`src/rtl/mmu_mem_arbiter.sv`:
```
// mmu_mem_arbiter: shares the MMU's single downstream memory port between
// the instruction-read, data-read and data-write requesters. Each requester
// has a one-deep capture slot. Arbitration uses fixed priority W > R > I and
// runs one downstream transaction at a time.
// Optional feature macro: SASANQUA_MEM_ARB_AGING_EN. When defined, an aging
// counter forces an instruction grant after AGING_LIMIT data-side grants.
module mmu_mem_arbiter #(
  parameter int ADDR_WIDTH  = 32,
  parameter int DATA_WIDTH  = 32,
  parameter int AGING_LIMIT = 8
) (
  input  logic                    CLK,
  input  logic                    RST,
  input  logic                    FLUSH,
  input  logic                    INST_RDEN,
  input  logic [ADDR_WIDTH-1:0]   INST_RIADDR,
  output logic                    INST_RVALID,
  output logic [ADDR_WIDTH-1:0]   INST_ROADDR,
  output logic [DATA_WIDTH-1:0]   INST_RDATA,
  input  logic                    DATA_RDEN,
  input  logic [ADDR_WIDTH-1:0]   DATA_RIADDR,
  output logic                    DATA_RVALID,
  output logic [ADDR_WIDTH-1:0]   DATA_ROADDR,
  output logic [DATA_WIDTH-1:0]   DATA_RDATA,
  input  logic                    DATA_WREN,
  input  logic [ADDR_WIDTH-1:0]   DATA_WADDR,
  input  logic [DATA_WIDTH/8-1:0] DATA_WSTRB,
  input  logic [DATA_WIDTH-1:0]   DATA_WDATA,
  output logic                    MEM_WAIT,
  output logic                    M_REQ,
  output logic                    M_WE,
  output logic [ADDR_WIDTH-1:0]   M_ADDR,
  output logic [DATA_WIDTH/8-1:0] M_WSTRB,
  output logic [DATA_WIDTH-1:0]   M_WDATA,
  input  logic                    M_ACCEPT,
  input  logic                    M_RVALID,
  input  logic [DATA_WIDTH-1:0]   M_RDATA,
  input  logic                    M_BVALID
);

  typedef enum logic [1:0] {S_IDLE, S_ISSUE, S_WAIT_R, S_WAIT_W} state_t;
  typedef enum logic [1:0] {OWN_I, OWN_R, OWN_W} own_t;

  state_t r_state;
  own_t   r_owner;
  logic   r_i_flushed;   // in-flight I read belongs to a flushed PC

  logic                    r_i_vld, r_r_vld, r_w_vld;
  logic [ADDR_WIDTH-1:0]   r_i_addr, r_r_addr, r_w_addr;
  logic [DATA_WIDTH/8-1:0] r_w_strb;
  logic [DATA_WIDTH-1:0]   r_w_data;

  logic w_rd_done, w_wr_done;
  logic w_i_clr, w_r_clr, w_w_clr;
  logic w_i_cand, w_i_inflight, w_age_hit;
  logic w_any;
  own_t w_sel;

  assign w_rd_done    = (r_state == S_WAIT_R) && M_RVALID;
  assign w_wr_done    = (r_state == S_WAIT_W) && M_BVALID;
  // A flushed I read must not clear slot I: it may hold the new-PC request.
  assign w_i_clr      = w_rd_done && (r_owner == OWN_I) && !r_i_flushed;
  assign w_r_clr      = w_rd_done && (r_owner == OWN_R);
  assign w_w_clr      = w_wr_done;
  // Slot I is not a candidate while it is being flushed.
  assign w_i_cand     = r_i_vld && !FLUSH;
  assign w_i_inflight = ((r_state == S_ISSUE) || (r_state == S_WAIT_R)) &&
                        (r_owner == OWN_I) && !r_i_flushed;

  assign MEM_WAIT = r_i_vld | r_r_vld | r_w_vld | (r_state != S_IDLE);

`ifdef SASANQUA_MEM_ARB_AGING_EN
  localparam logic [3:0] AGE_LIM = 4'(AGING_LIMIT);
  logic [3:0] r_age;

  // Count data-side grants taken while an instruction request waits.
  always_ff @(posedge CLK) begin
    if (RST) begin
      r_age <= 4'd0;
    end else if (!r_i_vld) begin
      r_age <= 4'd0;
    end else if ((r_state == S_IDLE) && w_any) begin
      if (w_sel == OWN_I)     r_age <= 4'd0;
      else if (r_age != 4'hF) r_age <= r_age + 4'd1;
    end
  end

  assign w_age_hit = w_i_cand && (r_age == AGE_LIM);
`else
  assign w_age_hit = 1'b0;
`endif

  // Winner selection: aging override, then W > R > I.
  always_comb begin
    w_any = 1'b0;
    w_sel = OWN_I;
    if (w_age_hit) begin
      w_any = 1'b1;
      w_sel = OWN_I;
    end else if (r_w_vld) begin
      w_any = 1'b1;
      w_sel = OWN_W;
    end else if (r_r_vld) begin
      w_any = 1'b1;
      w_sel = OWN_R;
    end else if (w_i_cand) begin
      w_any = 1'b1;
      w_sel = OWN_I;
    end
  end

  // Slot I: a flush frees it (and takes a same-cycle new-PC request).
  // A request is also taken on the edge where the slot completes.
  always_ff @(posedge CLK) begin
    if (RST) begin
      r_i_vld  <= 1'b0;
      r_i_addr <= '0;
    end else if (FLUSH) begin
      r_i_vld <= INST_RDEN;
      if (INST_RDEN) r_i_addr <= INST_RIADDR;
    end else if ((!r_i_vld || w_i_clr) && INST_RDEN) begin
      r_i_vld  <= 1'b1;
      r_i_addr <= INST_RIADDR;
    end else if (w_i_clr) begin
      r_i_vld <= 1'b0;
    end
  end

  // Slot R: capture when empty or completing this cycle.
  always_ff @(posedge CLK) begin
    if (RST) begin
      r_r_vld  <= 1'b0;
      r_r_addr <= '0;
    end else if ((!r_r_vld || w_r_clr) && DATA_RDEN) begin
      r_r_vld  <= 1'b1;
      r_r_addr <= DATA_RIADDR;
    end else if (w_r_clr) begin
      r_r_vld <= 1'b0;
    end
  end

  // Slot W: capture when empty or completing this cycle.
  always_ff @(posedge CLK) begin
    if (RST) begin
      r_w_vld  <= 1'b0;
      r_w_addr <= '0;
      r_w_strb <= '0;
      r_w_data <= '0;
    end else if ((!r_w_vld || w_w_clr) && DATA_WREN) begin
      r_w_vld  <= 1'b1;
      r_w_addr <= DATA_WADDR;
      r_w_strb <= DATA_WSTRB;
      r_w_data <= DATA_WDATA;
    end else if (w_w_clr) begin
      r_w_vld <= 1'b0;
    end
  end

  // Transaction FSM with registered downstream request fields.
  always_ff @(posedge CLK) begin
    if (RST) begin
      r_state     <= S_IDLE;
      r_owner     <= OWN_I;
      r_i_flushed <= 1'b0;
      M_REQ       <= 1'b0;
      M_WE        <= 1'b0;
      M_ADDR      <= '0;
      M_WSTRB     <= '0;
      M_WDATA     <= '0;
    end else begin
      case (r_state)
        S_IDLE: begin
          r_i_flushed <= 1'b0;
          if (w_any) begin
            r_owner <= w_sel;
            r_state <= S_ISSUE;
            M_REQ   <= 1'b1;
            M_WE    <= (w_sel == OWN_W);
            M_WSTRB <= (w_sel == OWN_W) ? r_w_strb : '0;
            M_WDATA <= (w_sel == OWN_W) ? r_w_data : '0;
            case (w_sel)
              OWN_W:   M_ADDR <= r_w_addr;
              OWN_R:   M_ADDR <= r_r_addr;
              default: M_ADDR <= r_i_addr;
            endcase
          end
        end
        S_ISSUE: begin
          if (M_ACCEPT) begin
            M_REQ   <= 1'b0;
            r_state <= M_WE ? S_WAIT_W : S_WAIT_R;
          end
        end
        S_WAIT_R: if (M_RVALID) r_state <= S_IDLE;
        S_WAIT_W: if (M_BVALID) r_state <= S_IDLE;
        default:  r_state <= S_IDLE;
      endcase
      if (FLUSH && w_i_inflight) r_i_flushed <= 1'b1;
    end
  end

  // Route read data back to its owner; flushed I reads are dropped.
  always_ff @(posedge CLK) begin
    if (RST) begin
      INST_RVALID <= 1'b0;
      INST_ROADDR <= '0;
      INST_RDATA  <= '0;
      DATA_RVALID <= 1'b0;
      DATA_ROADDR <= '0;
      DATA_RDATA  <= '0;
    end else begin
      INST_RVALID <= 1'b0;
      DATA_RVALID <= 1'b0;
      if (w_rd_done && (r_owner == OWN_R)) begin
        DATA_RVALID <= 1'b1;
        DATA_ROADDR <= M_ADDR;
        DATA_RDATA  <= M_RDATA;
      end
      if (w_rd_done && (r_owner == OWN_I) && !r_i_flushed && !FLUSH) begin
        INST_RVALID <= 1'b1;
        INST_ROADDR <= M_ADDR;
        INST_RDATA  <= M_RDATA;
      end
    end
  end

endmodule

```
`config.mk`:
```
export PLATFORM = sky130hd
export DESIGN_NAME = mmu_mem_arbiter
export DESIGN_NICKNAME = d
export VERILOG_FILES = /design/src/rtl/mmu_mem_arbiter.sv
export SDC_FILE = /design/constraint.sdc
export NUM_CORES = 1
export LEC_CHECK = 0
export CAP_MARGIN = 20
export CORE_MARGIN = 10
export CORE_UTILIZATION = 51
export CTS_CLUSTER_DIAMETER = 60
export DETAILED_ROUTE_END_ITERATION = 7
export PLACE_DENSITY = 0.88
export SLEW_MARGIN = 30
export SYNTH_ARGS = -nofsm -noshare
export SYNTH_HDL_FRONTEND = slang
export SYNTH_SLANG_ARGS = --single-unit
```
`constraint.sdc`:
```
create_clock -name CLK -period 4.9 [get_ports CLK]
set_input_delay 0.98 -clock CLK [delete_from_list [all_inputs] [get_ports CLK]]
set_output_delay 0.98 -clock CLK [all_outputs]
set_load 0.02 [all_outputs]
```
==> results of run 1 <==
-- state kept, by name, summed over array words and instances (netlist names) --
name and cells:
M_WE 1, r_owner 2, r_i_flushed 1, r_state 2
M_REQ 1, INST_RDATA 32, INST_ROADDR 32, DATA_RDATA 32
r_i_addr 32, M_ADDR 32, r_i_vld 1, M_WDATA 32
r_w_strb 4, DATA_ROADDR 32, DATA_RVALID 1, r_w_data 32
r_w_vld 1, r_r_addr 32, r_r_vld 1, M_WSTRB 4
INST_RVALID 1, r_w_addr 32
-- path summary, 6_finish.rpt --
check	to	depth (start not counted)	slack [ns]
max	MEM_WAIT	5	1.52
min	M_WDATA[1]	2	0.45
min reg2reg	M_WDATA[1]	2	0.45
max reg2reg	INST_RDATA[27]	7	2.18
-- power by group through the flow --
stage | Combinational (µW) | Sequential, µW | Clock [µW]
6_report | 956 | 2970 | 2520
3_5_place_dp | 950 | 3030 | 0
5_1_grt | 1040 | 2980 | 2680
2_1_floorplan | 495 | 3060 | 0
3_3_place_gp | 924 | 3020 | 0
4_1_cts | 958 | 2970 | 2560
-- stage by stage --
step                      util, %  total power, µW  instance area (µm²)
after global placement       67.3             3950                16300
after detailed placement     67.5             3980                16400
after CTS                    72.0             6490                17500
after global routing         72.1             6700                17500
after floorplan                 -             3550                12500
final                        72.1             6450                17500
-- tightest hold or removal path, cell delays in order (launching register included) --
cell and delay [ns]:
dfxtp_1 0.31, nand2_1 0.05, a21oi_1 0.05
-- cells by family (layout without fill, tap and decap cells) --
group           after synthesis  count (layout)  synth area share (%)
fa+ha+maj                     4               4                 0.399
other cells                   0               3                     0
simple gates                687             687                  22.3
flops                       340             340                  54.3
buf+inv                     130             455                  4.51
compound gates              391             391                  16.5
mux                          24              24                  1.92
-- cell usage in the layout (no fill, tap or decap), drive strengths merged, types with 5 or more instances in the layout --
| master | netlist | routed |
|---|---|---|
| nand3 | 37 | 37 |
| o22ai | 8 | 8 |
| o21ai | 27 | 27 |
| dfxtp | 340 | 340 |
| a22oi | 9 | 9 |
| clkbuf | 59 | 51 |
| nand2 | 569 | 569 |
| nand3b | 24 | 24 |
| buf | 65 | 19 |
| mux2i | 24 | 24 |
| a21oi | 337 | 337 |
| nor2 | 40 | 40 |
| clkdlybuf4s50 | 0 | 372 |
| nand2b | 5 | 5 |
| inv | 6 | 8 |
-- area by class of cell --
class                      instances  share of cell area, %
antenna                            3                 0.0429
clock buffer                      51                   5.75
clock inverter                     7                  0.401
inverter                           6                  0.129
multi-input combinational       1106                   29.7
sequential                       340                   38.9
tap                              324                   2.32
timing repair buffer             391                   22.7
-- layer usage --
metal	vias to the layer above	global-route usage [%]	wire length, µm
met4	8	9.25	1450
met2	585	43.6	20600
met1	5679	29.7	15900
li1	5791	-	-
met5	-	0	68
met3	109	9.11	4720
==> summary.txt, run 1 <==
IO Pins -> 374
count of different cell masters after synthesis -> 37
DR WL/cell -> 19.2 µm
worst hold slack -> 0.448 ns
Worst Setup Slack, final -> 1.52 ns
HP Class -> flop to flop
Resize count post-CTS -> 0
Hold Buf Count CTS -> 0
commonest cells in the netlist -> 569 x nand2_1, 340 x dfxtp_1, 337 x a21oi_1, 59 x clkbuf_1, 39 x nor2_1
Internal -> 4740 µW
Worst Clk Skew -> 0.0133 ns
Vias/cell -> 5.46
H-tree depth -> 2
worst slew pin tran -> 0.895 ns
Post-synth EDFFs -> 0
Sw Share -> 26.6%
Startpoint Class -> flop
Fin. Hold Viols -> 0
Syn Area/Cell -> 7.95 µm²
Initial Util -> 51.7%
crit path capture type -> primary output
post-layout net count -> 2057
number of global-route vias before repair -> 11800
register area -> 6810 µm²
Top FF cell, synth -> dfxtp_1
final period utilization -> 69.0%
vias post-DR -> 12200
combinational share of power -> 14.8%
Worst VDD drop -> 0.000292 V
layout cell share with drive strength beyond 1 -> 4.58%
Crit path largest cell delay -> 0.57 ns
CTS buffer count -> 35
Ys Warns -> 0
Buf/Inv on CP -> 2
placed cell count -> 2166
Critical Path Slowest Stage Cell -> clkdlybuf4s50_1
Clock Latency Late Sink -> 0.50 ns
DIE AREA -> 31200 µm²
FF-to-FF Start -> r_state[0]
Reg power frac -> 46.1%
ANT nets after route -> 0
Power Density -> 369 nW/µm²
CP Class -> flop to primary output
largest net degree at the start of global routing -> 126
drt total wl -> 42800 µm
Max Cap Viol -> 0
clock share of power -> 39.1%
RSZ-0062 raised after global routing -> no
initial DRC count -> 1267
achievable frequency -> 0.296 GHz
status -> complete, no violations
final setup violating endpoints -> 0
Sw Pwr -> 1720 µW
Final min period -> 3.38 ns
share of the synthesized area in the top cell type -> 54.3%
Root Buffer Master -> clkbuf_16
Non-Filler Instances -> 2228
Reg clk slew, reported paths -> 0.06 ns
CTS tree -> done
Mapped Area -> 12500 µm²
Yosys top cell by area -> dfxtp_1
Worst EP required -> 3.92 ns
Area contributors post-synth -> dfxtp_1 54%, nand2_1 17%, a21oi_1 13%, mux2i_1 1.9%, clkbuf_1 1.8%
CTS max path bufs -> 3
Async S/R FF share, synth -> 0%
dpl hpwl -> 29700 µm
Post-CTS Setup Inserts -> 0
Yosys reg bits -> 340
antenna violations before repair -> 7
max-slew violations -> 0
start point of the critical path -> r_state[0]
CP Max Fanout -> 4
relative slew slack -> 40.3%
setup TNS -> 0 ns
Syn Inst Count -> 1576
first-pass GRT wire length -> 65400 µm
register area share after synthesis -> 54.3%
DRT Pass-1 Iters -> 6
hold path startpoint -> M_WDATA[1]
CP top delay family -> simple AND/OR/NAND/NOR gates
CP cell instances -> inv_1, ha_1, or3b_4, or2_2, clkdlybuf4s50_1
Tot GR Track Use -> 25.8%
dpl ws -> 1.62 ns
Remaining Overflow, GRT -> 0
Rows -> 57
input/output buffers -> 373
Core ar. -> 24200 µm²
# DRC -> 0
Die Wd -> 177 µm
most common cell in the synthesized netlist -> nand2_1
Fill cells -> 1789
Area Growth Syn to Fin -> 39.6%
placer congestion estimate -> 0.869
Critical Path AT -> 2.40 ns
multi-input logic area -> 5190 µm²
Static Leak -> 0.00608 µW
CTS Sinks -> 340
die height -> 177 µm
synthesized net count -> 1753
Power figures use the tool's default switching activity.
==> run 2: changes to the inputs <==
--- a/config.mk
+++ b/config.mk
@@ -7,10 +7,10 @@
 export LEC_CHECK = 0
 export CAP_MARGIN = 20
 export CORE_MARGIN = 10
-export CORE_UTILIZATION = 51
+export CORE_UTILIZATION = 43
 export CTS_CLUSTER_DIAMETER = 60
 export DETAILED_ROUTE_END_ITERATION = 7
-export PLACE_DENSITY = 0.88
+export PLACE_DENSITY = 0.79
 export SLEW_MARGIN = 30
 export SYNTH_ARGS = -nofsm -noshare
 export SYNTH_HDL_FRONTEND = slang
==> constraint.sdc (replaced) <==
create_clock -name CLK -period 2.91 [get_ports CLK]
set_input_delay 0.582 -clock CLK [delete_from_list [all_inputs] [get_ports CLK]]
set_output_delay 0.582 -clock CLK [all_outputs]
set_load 0.02 [all_outputs]
==> run 2 against run 1 <==
Effect of this change: clock power increased by 81%; largest cell class unchanged; core utilization down 10 points; critical path depth is the same; critical path type unchanged; worst setup slack got worse by 1.3 ns; cell count rose by 3.4%.
==> summary.txt, run 2 (synthesis results as in run 1) <==
most frequent cells in the layout -> 569 x nand2_1, 371 x clkdlybuf4s50_1, 338 x dfxtp_1 (was 569 x nand2_1, 372 x clkdlybuf4s50_1, 338 x dfxtp_1)
Clock Latency Late Sink -> 0.51 ns (was 0.50 ns)
CP cell instances -> inv_1, ha_1, or3b_4, or2_2, dlygate4sd2_1 (was inv_1, ha_1, or3b_4, or2_2, clkdlybuf4s50_1)
input/output buffers -> 373 (unchanged)
CTS Sinks -> 340 (unchanged)
initial DRC count -> 755 (was 1267)
IO Pins -> 374 (unchanged)
worst slew pin tran -> 0.810 ns (was 0.895 ns)
DIE AREA -> 36400 µm² (was 31200 µm²)
layout cell share with drive strength beyond 1 -> 5.12% (was 4.58%)
DR WL/cell -> 18.5 µm (was 19.2 µm)
Tot GR Track Use -> 22.4% (was 25.8%)
Util after Layout -> 61.7% (was 72.1%)
Area Growth Syn to Fin -> 41.3% (was 39.6%)
Core ar. -> 28700 µm² (was 24200 µm²)
CP Class -> flop to primary output (unchanged)
max-slew violations -> 0 (unchanged)
# DRC -> 0 (unchanged)
number of global-route vias before repair -> 11700 (was 11800)
combinational share of power -> 14.4% (was 14.8%)
Worst EP required -> 2.33 ns (was 3.92 ns)
Static Leak -> 0.00616 µW (was 0.00608 µW)
DRT Pass-1 Iters -> 5 (was 6)
internal reg-to-reg setup slack -> 0.56 ns (was 2.18 ns)
Crit path largest cell delay -> 0.42 ns (was 0.57 ns)
ANT nets after route -> 0 (unchanged)
first-pass GRT wire length -> 65700 µm (was 65400 µm)
Pwr Total -> 11200 µW (was 6450 µW)
H-tree depth -> 2 (unchanged)
largest net degree at the start of global routing -> 119 (was 126)
CTS buffer count -> 37 (was 35)
die height -> 191 µm (was 177 µm)
Reg clk slew, reported paths -> 0.06 ns (about the same)
CP Max Fanout -> 4 (unchanged)
HP Class -> flop to flop (unchanged)
crit path capture type -> primary output (unchanged)
status -> complete, no violations (unchanged)
Die Wd -> 191 µm (was 177 µm)
Critical Path Slowest Stage Cell -> or3b_4 (was clkdlybuf4s50_1)
top layer in use -> met5 (unchanged)
Sw Pwr -> 2960 µW (was 1720 µW)
post-layout net count -> 2066 (was 2057)
antenna violations before repair -> 9 (was 7)
final instance area -> 17700 µm² (was 17500 µm²)
achievable frequency -> 0.367 GHz
met3 wire length -> 4610 µm (was 4720 µm)
CTS max path bufs -> 3 (unchanged)
met2 routed WL -> 19800 µm (was 20600 µm)
Reg power frac -> 44.8% (was 46.1%)
setup TNS -> 0 ns (unchanged)
vias post-DR -> 11900 (was 12200)
Vias/cell -> 5.15 (was 5.46)
DRT met1 WL -> 17400 µm (was 15900 µm)
RSZ-0062 raised after global routing -> no (unchanged)
Sw Share -> 26.4% (was 26.6%)
final setup violating endpoints -> 0 (unchanged)
CTS tree -> done (unchanged)
clock share of power -> 40.8% (was 39.1%)
Max Cap Viol -> 0 (unchanged)
Remaining Overflow, GRT -> 0 (unchanged)
Worst VDD drop -> 0.000530 V (was 0.000292 V)
Critical Path AT -> 2.14 ns (was 2.40 ns)
Worst Clk Skew -> 0.00735 ns (was 0.0133 ns)
relative slew slack -> 46.0% (was 40.3%)
Initial Util -> 43.6% (was 51.7%)
Rows -> 62 (was 57)
Startpoint Class -> flop (unchanged)
Fin. Hold Viols -> 0 (unchanged)
Power Density -> 632 nW/µm² (was 369 nW/µm²)
Area after DPL -> 16500 µm² (was 16400 µm²)
placer congestion estimate -> 0.831 (was 0.869)
final period utilization -> 93.5%
commonest non-fill, non-tap cell in the layout -> nand2_1 (unchanged)
Root Buffer Master -> clkbuf_16 (unchanged)
Internal -> 8230 µW (was 4740 µW)
dpl hpwl -> 29500 µm (was 29700 µm)
drt total wl -> 42700 µm (was 42800 µm)
Final min period -> 2.72 ns
==> run 2: changes by cell type in the layout (fill, tap and decap cells not counted), moves of 2 or more <==
cell,previous run,this run
clkbuf_8,7,4
clkbuf_1,9,12
clkbuf_16,35,39
buf_16,3,0
buf_12,3,7
clkinv_2,4,6
buf_4,11,18
==> run 2: stage by stage <==
| stage | cells | hold slack, ns | worst slack, ns |
|---|---|---|---|
| 6_report | 2303 | 0.449 | 0.188 |
| 5_1_grt | 2301 | 0.462 | 0.117 |
| 4_1_cts | 2299 | 0.450 | 0.181 |
| 3_5_place_dp | 2234 | 0.443 | 0.490 |
| 3_3_place_gp | 2234 | 0.437 | 0.499 |
| 2_1_floorplan | 1576 | 0.431 | 0.905 |
==> run 2: final timing paths <==
check | from | endpoint | cells after the start
min reg2reg | r_i_addr[31] | r_i_addr[31] | 2
min | r_i_addr[31] | r_i_addr[31] | 2
max reg2reg | r_w_vld | M_ADDR[26] | 4
max | r_state[0] | MEM_WAIT | 5
==> run 2: critical path, delay by kind of cell, from the launching register on <==
| family | cells | cell delay [ns] |
|---|---|---|
| adders and majority gates | 1 | 0.16 |
| and+or+nand+nor | 2 | 0.70 |
| DFF | 1 | 0.34 |
| buffers and inverters | 2 | 0.43 |
==> run 2: repair_timing <==
| action | 4_1_cts | 5_1_grt |
|---|---|---|
| hold buffers | 0 | 0 |
| setup buffers | 0 | 0 |
| resized for setup | 1 | 0 |
| endpoints found under the setup margin | 1 | 0 |
==> run 2: area by class of cell <==
| type | instances | area [µm²] |
|---|---|---|
| antenna | 4 | 10.0 |
| clock buffer | 55 | 1080 |
| clock inverter | 10 | 105 |
| fill | 2497 | 11000 |
| inverter | 6 | 22.5 |
| multi-input combinational | 1106 | 5180 |
| sequential | 340 | 6810 |
| tap | 384 | 480 |
| timing repair buffer | 398 | 4010 |
==> run 2: power groups by stage <==
stage               registers (µW)  logic [µW]  clock network [µW]
finish                        5020        1610                4570
global route                  5040        1750                4840
floorplan                     5150         834                   0
CTS                           5010        1620                4640
detailed placement            5110        1620                   0
global placement              5100        1600                   0
==> run 2: metal layers <==
layer | vias to the layer above | global-route usage, %
li1 | 5826 | -
met1 | 5532 | 27.4
met2 | 429 | 36.5
met3 | 69 | 7.88
met4 | 10 | 6.09
met5 | - | 0
